$ cat config.mk
export PLATFORM = sky130hd
export DESIGN_NAME = statistic_bank
export DESIGN_NICKNAME = d
export VERILOG_FILES = /design/src/rtl/stat_pkg.sv /design/src/rtl/stat_counter.sv /design/src/rtl/statistic_bank.sv
export SDC_FILE = /design/constraint.sdc
export NUM_CORES = 1
export LEC_CHECK = 0
export CORE_UTILIZATION = 41
export DETAILED_ROUTE_END_ITERATION = 10
export GPL_TIMING_DRIVEN = 0
export PLACE_DENSITY_LB_ADDON = 0.12
export SKIP_CTS_REPAIR_TIMING = 1
export SYNTH_ARGS = -nofsm -noshare
export SYNTH_HDL_FRONTEND = slang
export SYNTH_SLANG_ARGS = --single-unit
$ cat constraint.sdc
create_clock -name clk -period 3.1 [get_ports clk]
set_clock_uncertainty 0.1 [all_clocks]
set_input_delay 0.93 -clock clk [delete_from_list [all_inputs] [get_ports clk]]
set_output_delay 0.93 -clock clk [all_outputs]
set_load 0.01 [all_outputs]
$ cat src/rtl/stat_pkg.sv
`default_nettype none
// ============================================================================
//  Module      : stat_pkg
//  Description : Shared types and constants for the statistic bank.
//                - state_e     : operating state of the bank (RUN/PAUSE/HALT)
//                - SC_*_DEF    : default syscall codes ($v0 values)
//                - RD_SEL_W    : width of the indexed read select
//  Revision    : 1.0  initial release
// ============================================================================
package stat_pkg;

    typedef enum logic [1:0] {
        ST_RUN   = 2'd0,
        ST_PAUSE = 2'd1,
        ST_HALT  = 2'd2
    } state_e;

    localparam logic [31:0] SC_HALT_DEF  = 32'd10;
    localparam logic [31:0] SC_SHOW_DEF  = 32'd34;
    localparam logic [31:0] SC_PAUSE_DEF = 32'd50;

    localparam int RD_SEL_W = 4;

endpackage : stat_pkg
`default_nettype wire

$ cat src/rtl/stat_counter.sv
`default_nettype none
// ============================================================================
//  Module      : stat_counter
//  Description : One CNT_W-bit event counter with sticky overflow flag.
//                Incrementing from all-ones sets ovf; the count then wraps to
//                0 (SAT=0) or stays at all-ones (SAT=1). clr wins over inc.
//  Ports       : clk    - clock, rising edge
//                rst    - asynchronous reset, active low
//                inc    - count one event this cycle
//                clr    - synchronous clear of count and ovf
//                hold   - freeze the counter (inc ignored)
//                count  - current count
//                ovf    - sticky overflow flag
//  Revision    : 1.0  initial release
// ============================================================================
module stat_counter #(
    parameter int CNT_W = 32,
    parameter bit SAT   = 1'b0
) (
    input  logic             clk,
    input  logic             rst,
    input  logic             inc,
    input  logic             clr,
    input  logic             hold,
    output logic [CNT_W-1:0] count,
    output logic             ovf
);

    logic [CNT_W-1:0] count_q, count_d;
    logic             ovf_q,   ovf_d;

    always_comb begin
        count_d = count_q;
        ovf_d   = ovf_q;
        if (clr) begin
            count_d = '0;
            ovf_d   = 1'b0;
        end else if (inc && !hold) begin
            if (&count_q) begin
                ovf_d   = 1'b1;
                count_d = SAT ? count_q : '0;
            end else begin
                count_d = count_q + CNT_W'(1);
            end
        end
    end

    always_ff @(posedge clk or negedge rst) begin
        if (!rst) begin
            count_q <= '0;
            ovf_q   <= 1'b0;
        end else begin
            count_q <= count_d;
            ovf_q   <= ovf_d;
        end
    end

    assign count = count_q;
    assign ovf   = ovf_q;

endmodule : stat_counter
`default_nettype wire

$ cat src/rtl/statistic_bank.sv
`default_nettype none
// ============================================================================
//  Module      : statistic_bank
//  Description : Pipeline statistics bank beside WB. Counts run cycles and
//                NUM_EVT event channels, decodes display/halt/pause syscalls
//                and exposes every counter through a registered read port.
//  Ports       : clk          - clock, rising edge
//                rst          - asynchronous reset, active low
//                A / B        - syscall code ($v0) / data ($a0)
//                syscall_t    - syscall retiring this cycle
//                strong_halt  - unconditional halt request
//                evt_in       - per-channel event strobes
//                clr          - synchronous clear of counters and ovf
//                go           - resume out of PAUSE
//                rd_sel       - 0 = cycle counter, i = channel i-1
//                rd_data      - registered read data (1-cycle latency)
//                ovf          - sticky overflow, bit 0 = cycle counter
//                syscall_out  - last displayed value
//                halt/paused  - current state indicators
//  Revision    : 1.0  initial release
// ============================================================================
module statistic_bank
    import stat_pkg::*;
#(
    parameter int          NUM_EVT  = 4,
    parameter int          CNT_W    = 32,
    parameter bit          SAT      = 1'b0,
    parameter logic [31:0] SC_HALT  = SC_HALT_DEF,
    parameter logic [31:0] SC_SHOW  = SC_SHOW_DEF,
    parameter logic [31:0] SC_PAUSE = SC_PAUSE_DEF
) (
    input  logic                clk,
    input  logic                rst,
    input  logic [31:0]         A,
    input  logic [31:0]         B,
    input  logic                syscall_t,
    input  logic                strong_halt,
    input  logic [NUM_EVT-1:0]  evt_in,
    input  logic                clr,
    input  logic                go,
    input  logic [RD_SEL_W-1:0] rd_sel,
    output logic [CNT_W-1:0]    rd_data,
    output logic [NUM_EVT:0]    ovf,
    output logic [31:0]         syscall_out,
    output logic                halt,
    output logic                paused
);

    state_e           state_q, state_d;
    logic [31:0]      syscall_out_q, syscall_out_d;
    logic [CNT_W-1:0] rd_data_q, rd_data_d;

    logic             hold;
    logic             sc_halt, sc_show, sc_pause;
    logic [NUM_EVT:0] inc_vec;
    logic [NUM_EVT:0] ovf_vec;
    logic [CNT_W-1:0] cnt [NUM_EVT+1];

    assign hold     = (state_q != ST_RUN);
    assign sc_halt  = syscall_t && (A == SC_HALT);
    assign sc_show  = syscall_t && (A == SC_SHOW);
    assign sc_pause = syscall_t && (A == SC_PAUSE);

    // Slot 0 is the cycle counter, which counts every RUN cycle.
    assign inc_vec  = {evt_in, 1'b1};

    for (genvar g = 0; g <= NUM_EVT; g++) begin : g_cnt
        stat_counter #(
            .CNT_W (CNT_W),
            .SAT   (SAT)
        ) u_cnt (
            .clk   (clk),
            .rst   (rst),
            .inc   (inc_vec[g]),
            .clr   (clr),
            .hold  (hold),
            .count (cnt[g]),
            .ovf   (ovf_vec[g])
        );
    end

    // Next state and display latch. Syscalls are decoded only in RUN.
    always_comb begin
        state_d       = state_q;
        syscall_out_d = syscall_out_q;
        case (state_q)
            ST_RUN: begin
                if (strong_halt || sc_halt) begin
                    state_d = ST_HALT;
                end else if (sc_pause) begin
                    state_d = ST_PAUSE;
                end
                if (sc_show) begin
                    syscall_out_d = B;
                end
            end
            ST_PAUSE: begin
                if (strong_halt) begin
                    state_d = ST_HALT;
                end else if (go) begin
                    state_d = ST_RUN;
                end
            end
            ST_HALT: begin
                state_d = ST_HALT;
            end
            default: begin
                state_d = ST_RUN;
            end
        endcase
    end

    // Read mux samples the counter outputs, i.e. the pre-update values.
    always_comb begin
        rd_data_d = '0;
        for (int i = 0; i <= NUM_EVT; i++) begin
            if (rd_sel == RD_SEL_W'(i)) begin
                rd_data_d = cnt[i];
            end
        end
    end

    always_ff @(posedge clk or negedge rst) begin
        if (!rst) begin
            state_q       <= ST_RUN;
            syscall_out_q <= '0;
            rd_data_q     <= '0;
        end else begin
            state_q       <= state_d;
            syscall_out_q <= syscall_out_d;
            rd_data_q     <= rd_data_d;
        end
    end

    assign rd_data     = rd_data_q;
    assign ovf         = ovf_vec;
    assign syscall_out = syscall_out_q;
    assign halt        = (state_q == ST_HALT);
    assign paused      = (state_q == ST_PAUSE);

endmodule : statistic_bank
`default_nettype wire

**Word-level counts from Yosys, hierarchy flattened**

Index checks and enable logic that the tools add are counted.

- Memories: 0
- Register bits: 231
- Bits in writable memories: 0
- Bits in latches: 0
- Output and inout bits: 71
- Bits in read-only memories: 0

- Reductions and logical operators: 33
- Equal/unequal tests: 12
- Shift-type cells: 0
- $lt $le $gt $ge: 0
- Muxes and demuxes: 40
- $mul: 0
- Bitwise gates (word level): 0
- Add/subtract/negate cells: 5
- Divide/modulo/power cells: 0

Operator list:

| cell | number |
|---|---|
| 2-to-1 mux 32 bit | 20 |
| adder 32 x 1 -> 32 bit (second input constant) | 5 |
| AND reduction 32 bit | 5 |
| == test 32 x 6 -> 1 bit (second input constant) | 2 |
| == test 32 x 4 -> 1 bit (second input constant) | 1 |
| nonzero test 2 bit | 10 |
| 2-to-1 mux 1 bit | 15 |
| AND reduction 2 bit | 7 |
| == test 4 x 2 -> 1 bit (second input constant) | 2 |
| 2-to-1 mux 2 bit | 4 |
| logical AND 1 bit | 7 |
| != test 3 bit (second input constant) | 2 |
| case mux 2 bit (3 select lines) | 1 |
| == test 4 x 1 -> 1 bit (second input constant) | 1 |
| == test 4 x 3 -> 1 bit (second input constant) | 1 |
| logical NOT 4 bit | 1 |
| == test 2 x 1 -> 1 bit (second input constant) | 1 |
| == test 2 bit (second input constant) | 1 |
| logical NOT 2 bit | 1 |
| != test 2 bit (second input constant) | 1 |
| logical NOT 1 bit | 1 |
| logical OR 1 bit | 1 |

**Longest topological paths before layout**

- Depth in word-level cells: 6
- Gate-level depth with buffers: 8
- Mapped depth without buffers: 6

**Cells and area by module**

Synthesis repeated with hierarchy kept, for this count alone.

- Cell total of the unflattened synthesis: 1208
- Area, all modules: 12219.2 um^2

By module, submodules not included:

| module | instances | area each (um^2) | cells an instance | sequential area each (um^2) |
|---|---|---|---|---|
| stat_counter | 5 | 1824.2 | 186 | 825.8 |
| statistic_bank | 1 | 3098.0 | 278 | 1651.6 |

**Worst setup path after synthesis**

OpenSTA, ideal clock, no wires.

- Kind: input port to flip-flop
- Start point: input port A[24]
- End point: register syscall_out_q[10] (netlist: syscall_out[10])
- Buffers on the path: 1
- Arrival: 2493 ps
- Cell stages on the path: 6
- Setup slack: 382 ps
- Setup time: 125 ps
- Cell sequence: nor4b_1 > nand4_1 > nor4_1 > nor3b_2 > buf_2 > mux2_2

- Word-level cells in the longest chain between the ends: 3

RTL lines:

| item | line | RTL |
|---|---|---|
| start, declared | statistic_bank.sv:34 | `input logic [31:0] A,` |
| == test 32 x 6 -> 1 bit | statistic_bank.sv:61 | `assign sc_show = syscall_t && (A == SC_SHOW);` |
| logical AND 1 bit | statistic_bank.sv:61 |  |
| AND reduction 2 bit (no source line) | - |  |
| end signal, assigned | statistic_bank.sv:130 | `syscall_out_q <= syscall_out_d;` |
| end, declared | statistic_bank.sv:50 | `logic [31:0] syscall_out_q, syscall_out_d;` |

Every way passes these cells.
A chain may end at the register's enable or synchronous reset.

**Worst setup path in the final report**

- Start point: register state_q[0]
- End point: output port paused

- Word-level cells in the longest chain between the ends: 1

RTL lines:

| item | line | RTL |
|---|---|---|
| start, declared | statistic_bank.sv:49 | `state_e state_q, state_d;` |
| start signal, assigned | statistic_bank.sv:129 | `state_q <= state_d;` |
| == test 2 x 1 -> 1 bit | statistic_bank.sv:139 | `assign paused = (state_q == ST_PAUSE);` |
| end, declared | statistic_bank.sv:46 | `output logic paused` |

Every way passes these cells.

==> qor.yml <==
critical_path:
  worstPathRequired_ps: 2070
  crit_type: "reg -> out"
  crit_fanout: 10
  critical_path.endpoint_type: "primary output"
  crit_arrival_ps: 1850
  startpoint_type: "register"
global_routing:
  grt-ovfl-total: 0
  grt_start_max_net_pins: 100
  grt_use_met1: 0.336
  grtUsageTotal: 0.235
  grt_pass1_wl_mm: 52.7
  grtUsageMet3: 0.0347
  antenna_found_initial: 0
  met2_usage: 0.370
  grt_pass1_vias: 9226
  grt_most_used_layer: "met2"
detailed_routing:
  dr.first_iter.drc_count: 670
  wl_mm: 33.9
  dr_total_vias: 9771
  wl_per_cell_um: 19.3
  viasPerCell: 5.55
  drcViolationCount: 0
  ant_nets: 0
  drtPass1Iterations: 5
finish:
  nNetsFinal: 1444
  design_area_um2: 14600
  areaGrowthSynthToFinish_pct: 25.0
  fillers: 2574
  n_antenna_cell: 0
  layout-drive-gt1-share: 0.0978
logic_synthesis:
  ys_seq_area_frac: 0.495
  syn_nets: 1265
  synth-edff-count: 0
  syn-instance-count: 1182
  async_flop_share: 1.00
  ys_types: 65
  ys_ff_latch: 231
  synth_area_um2: 11700
  yosys_most_used_dff: "dfrtp_1"
  syn_area_per_cell_um2: 9.88
  ys_warn_count: 0
cts:
  cts_buffer_depth: 3
  clkTransAtPathRegs_ps: 60
  htreeDepth: 1
  cts.sink_count: 231
  cts_tree: "done"
  cts_made_buffers: 27
  cts_root_buf: "clkbuf_16"
  clock_latency_ps: 540
floorplan:
  chipHeight_um: 171
  row_count: 61
  dieArea_um2: 29200
  core_um2: 27900
  initial_core_util: 0.419
  die_w_um: 171
  io_pins: 149
timing:
  setup_violations: 0
  max-slew-margin-rel: 0.286
  fmax_ghz: 0.347
  fin_crit_sh: 0.930
  finalHoldViolCount: 0
  tightest_slew_ps: 1060
  layout_min_cycle_time_ps: 2880
  grt_setup_unrepaired: "no"
  setup-tns-final_ps: 0
  final_max_slew_viol_count: 0
place:
  place_area_um2: 13700
  io_buffer_count: 146
  place_hpwl_mm: 25.2
  place.gp.congestion: 0.873
pwr:
  power_w: 0.00644
  p_leak_nw: 6.11
  ir_worst_vdd_mv: 0.326
  p_per_area_nw_per_um2: 441
job:
  maxCapViolCount: 0
outcome:
  status: "complete, no violations"
hold_path:
  hold_path.class: "in -> async"
-- per-layer routing --
| metal | vias up | routed length [um] |
|---|---|---|
| li1 | 4582 | - |
| met1 | 4850 | 15500 |
| met2 | 290 | 15800 |
| met3 | 49 | 1860 |
| met4 | 0 | 833 |
| met5 | - | 0 |
-- stage by stage --
| stage | std cells | hold slack, ps | util | setup WS (ps) |
|---|---|---|---|---|
| 3_3_place_gp | 1706 | 376 | 0.488 | -9280 |
| 6_report | 1759 | 189 | 0.524 | 216 |
| 2_1_floorplan | 1182 | 365 | - | 382 |
| 4_1_cts | 1757 | 197 | 0.522 | 0.329 |
| 3_5_place_dp | 1708 | 383 | 0.491 | -553 |
| 5_1_grt | 1759 | 209 | 0.524 | 62.4 |
-- worst paths after layout --
| kind | slack, ps | endpoint | from | depth (start not counted) |
|---|---|---|---|---|
| max | 220 | paused | state_q[0] | 3 |
| min | 190 | g_cnt[4].u_cnt.count[18] | rst | 1 |
| max reg2reg | 370 | g_cnt[1].u_cnt.count[24] | g_cnt[1].u_cnt.count[4] | 8 |
| min reg2reg | 390 | g_cnt[4].u_cnt.ovf | g_cnt[4].u_cnt.ovf | 1 |
| max in group asynchronous | 1840 | g_cnt[2].u_cnt.count[1] | rst | 2 |
| min in group clk | 390 | g_cnt[4].u_cnt.ovf | g_cnt[4].u_cnt.ovf | 1 |
-- critical path: stages (launching register included) --
cell and delay, ps:
dfrtp_1 360, buf_2 250, nor2b_1 150, clkdlybuf4s50_1 570
-- where the power goes --
part / total, W / internal, W / switching (W)
logic: 0.000303 / 0.000132 / 0.000171
registers: 0.00303 / 0.00302 / 0.00000991
clock network: 0.00311 / 0.00182 / 0.00128
total: 0.00644 / 0.00498 / 0.00146
-- sequential cells by signal (all words and copies together), names as in the netlist --
register,cells
state_q,2
syscall_out,32
g_cnt.u_cnt.ovf,5
rd_data,32
g_cnt.u_cnt.count,160
-- placed cells by master, fill, tap and decap left out, types with 17 or more instances in the layout --
cell type,count
xor2_1,100
a21oi_1,25
nand4_1,81
mux2i_1,32
buf_2,17
a221o_1,23
and3_1,26
nand3_1,63
nor3_1,24
mux2_2,33
o21ai_0,37
clkbuf_1,38
nor2_1,190
clkdlybuf4s50_1,145
clkbuf_16,27
xnor2_1,38
nand2_1,82
dfrtp_1,231
-- logic make-up (layout without fill, tap and decap cells) --
group	after synthesis	in the layout	synth area share
DFF	231	231	0.495
buffers and inverters	73	272	0.0274
and+or+nand+nor	539	539	0.230
adders and majority gates	5	5	0.00536
muxes	65	65	0.0593
AOI/OAI and AO/OA	131	131	0.0789
xor gates and xnor gates	138	138	0.104
-- layout make-up --
class / count / area [um2] / share of cell area
sequential: 231 / 5780 / 0.396
multi-input combinational: 878 / 5620 / 0.385
timing repair buffer: 150 / 1540 / 0.105
clock buffer: 38 / 777 / 0.0532
tap: 378 / 473 / 0.0324
buffer: 64 / 292 / 0.0200
clock inverter: 11 / 87.6 / 0.00600
inverter: 9 / 33.8 / 0.00231
-- synth_stat cells (all sizes together), types with 6 or more instances --
master,n,area [um2]
xor2,100,876
and3,27,170
a221oi,7,61.3
or4,6,45.0
mux2i,32,320
nand3,63,315
nor2,190,713
buf,28,150
a21oi,27,139
a221o,24,241
mux2,33,372
clkbuf,36,136
o21ai,40,204
nor4,19,138
inv,8,30.0
dfrtp,231,5780
and4,14,124
nor3,24,120
o21a,7,52.6
nand4,81,507
xnor2,38,333
nand2,82,308
Note: power is estimated with default switching activity, not from simulation.
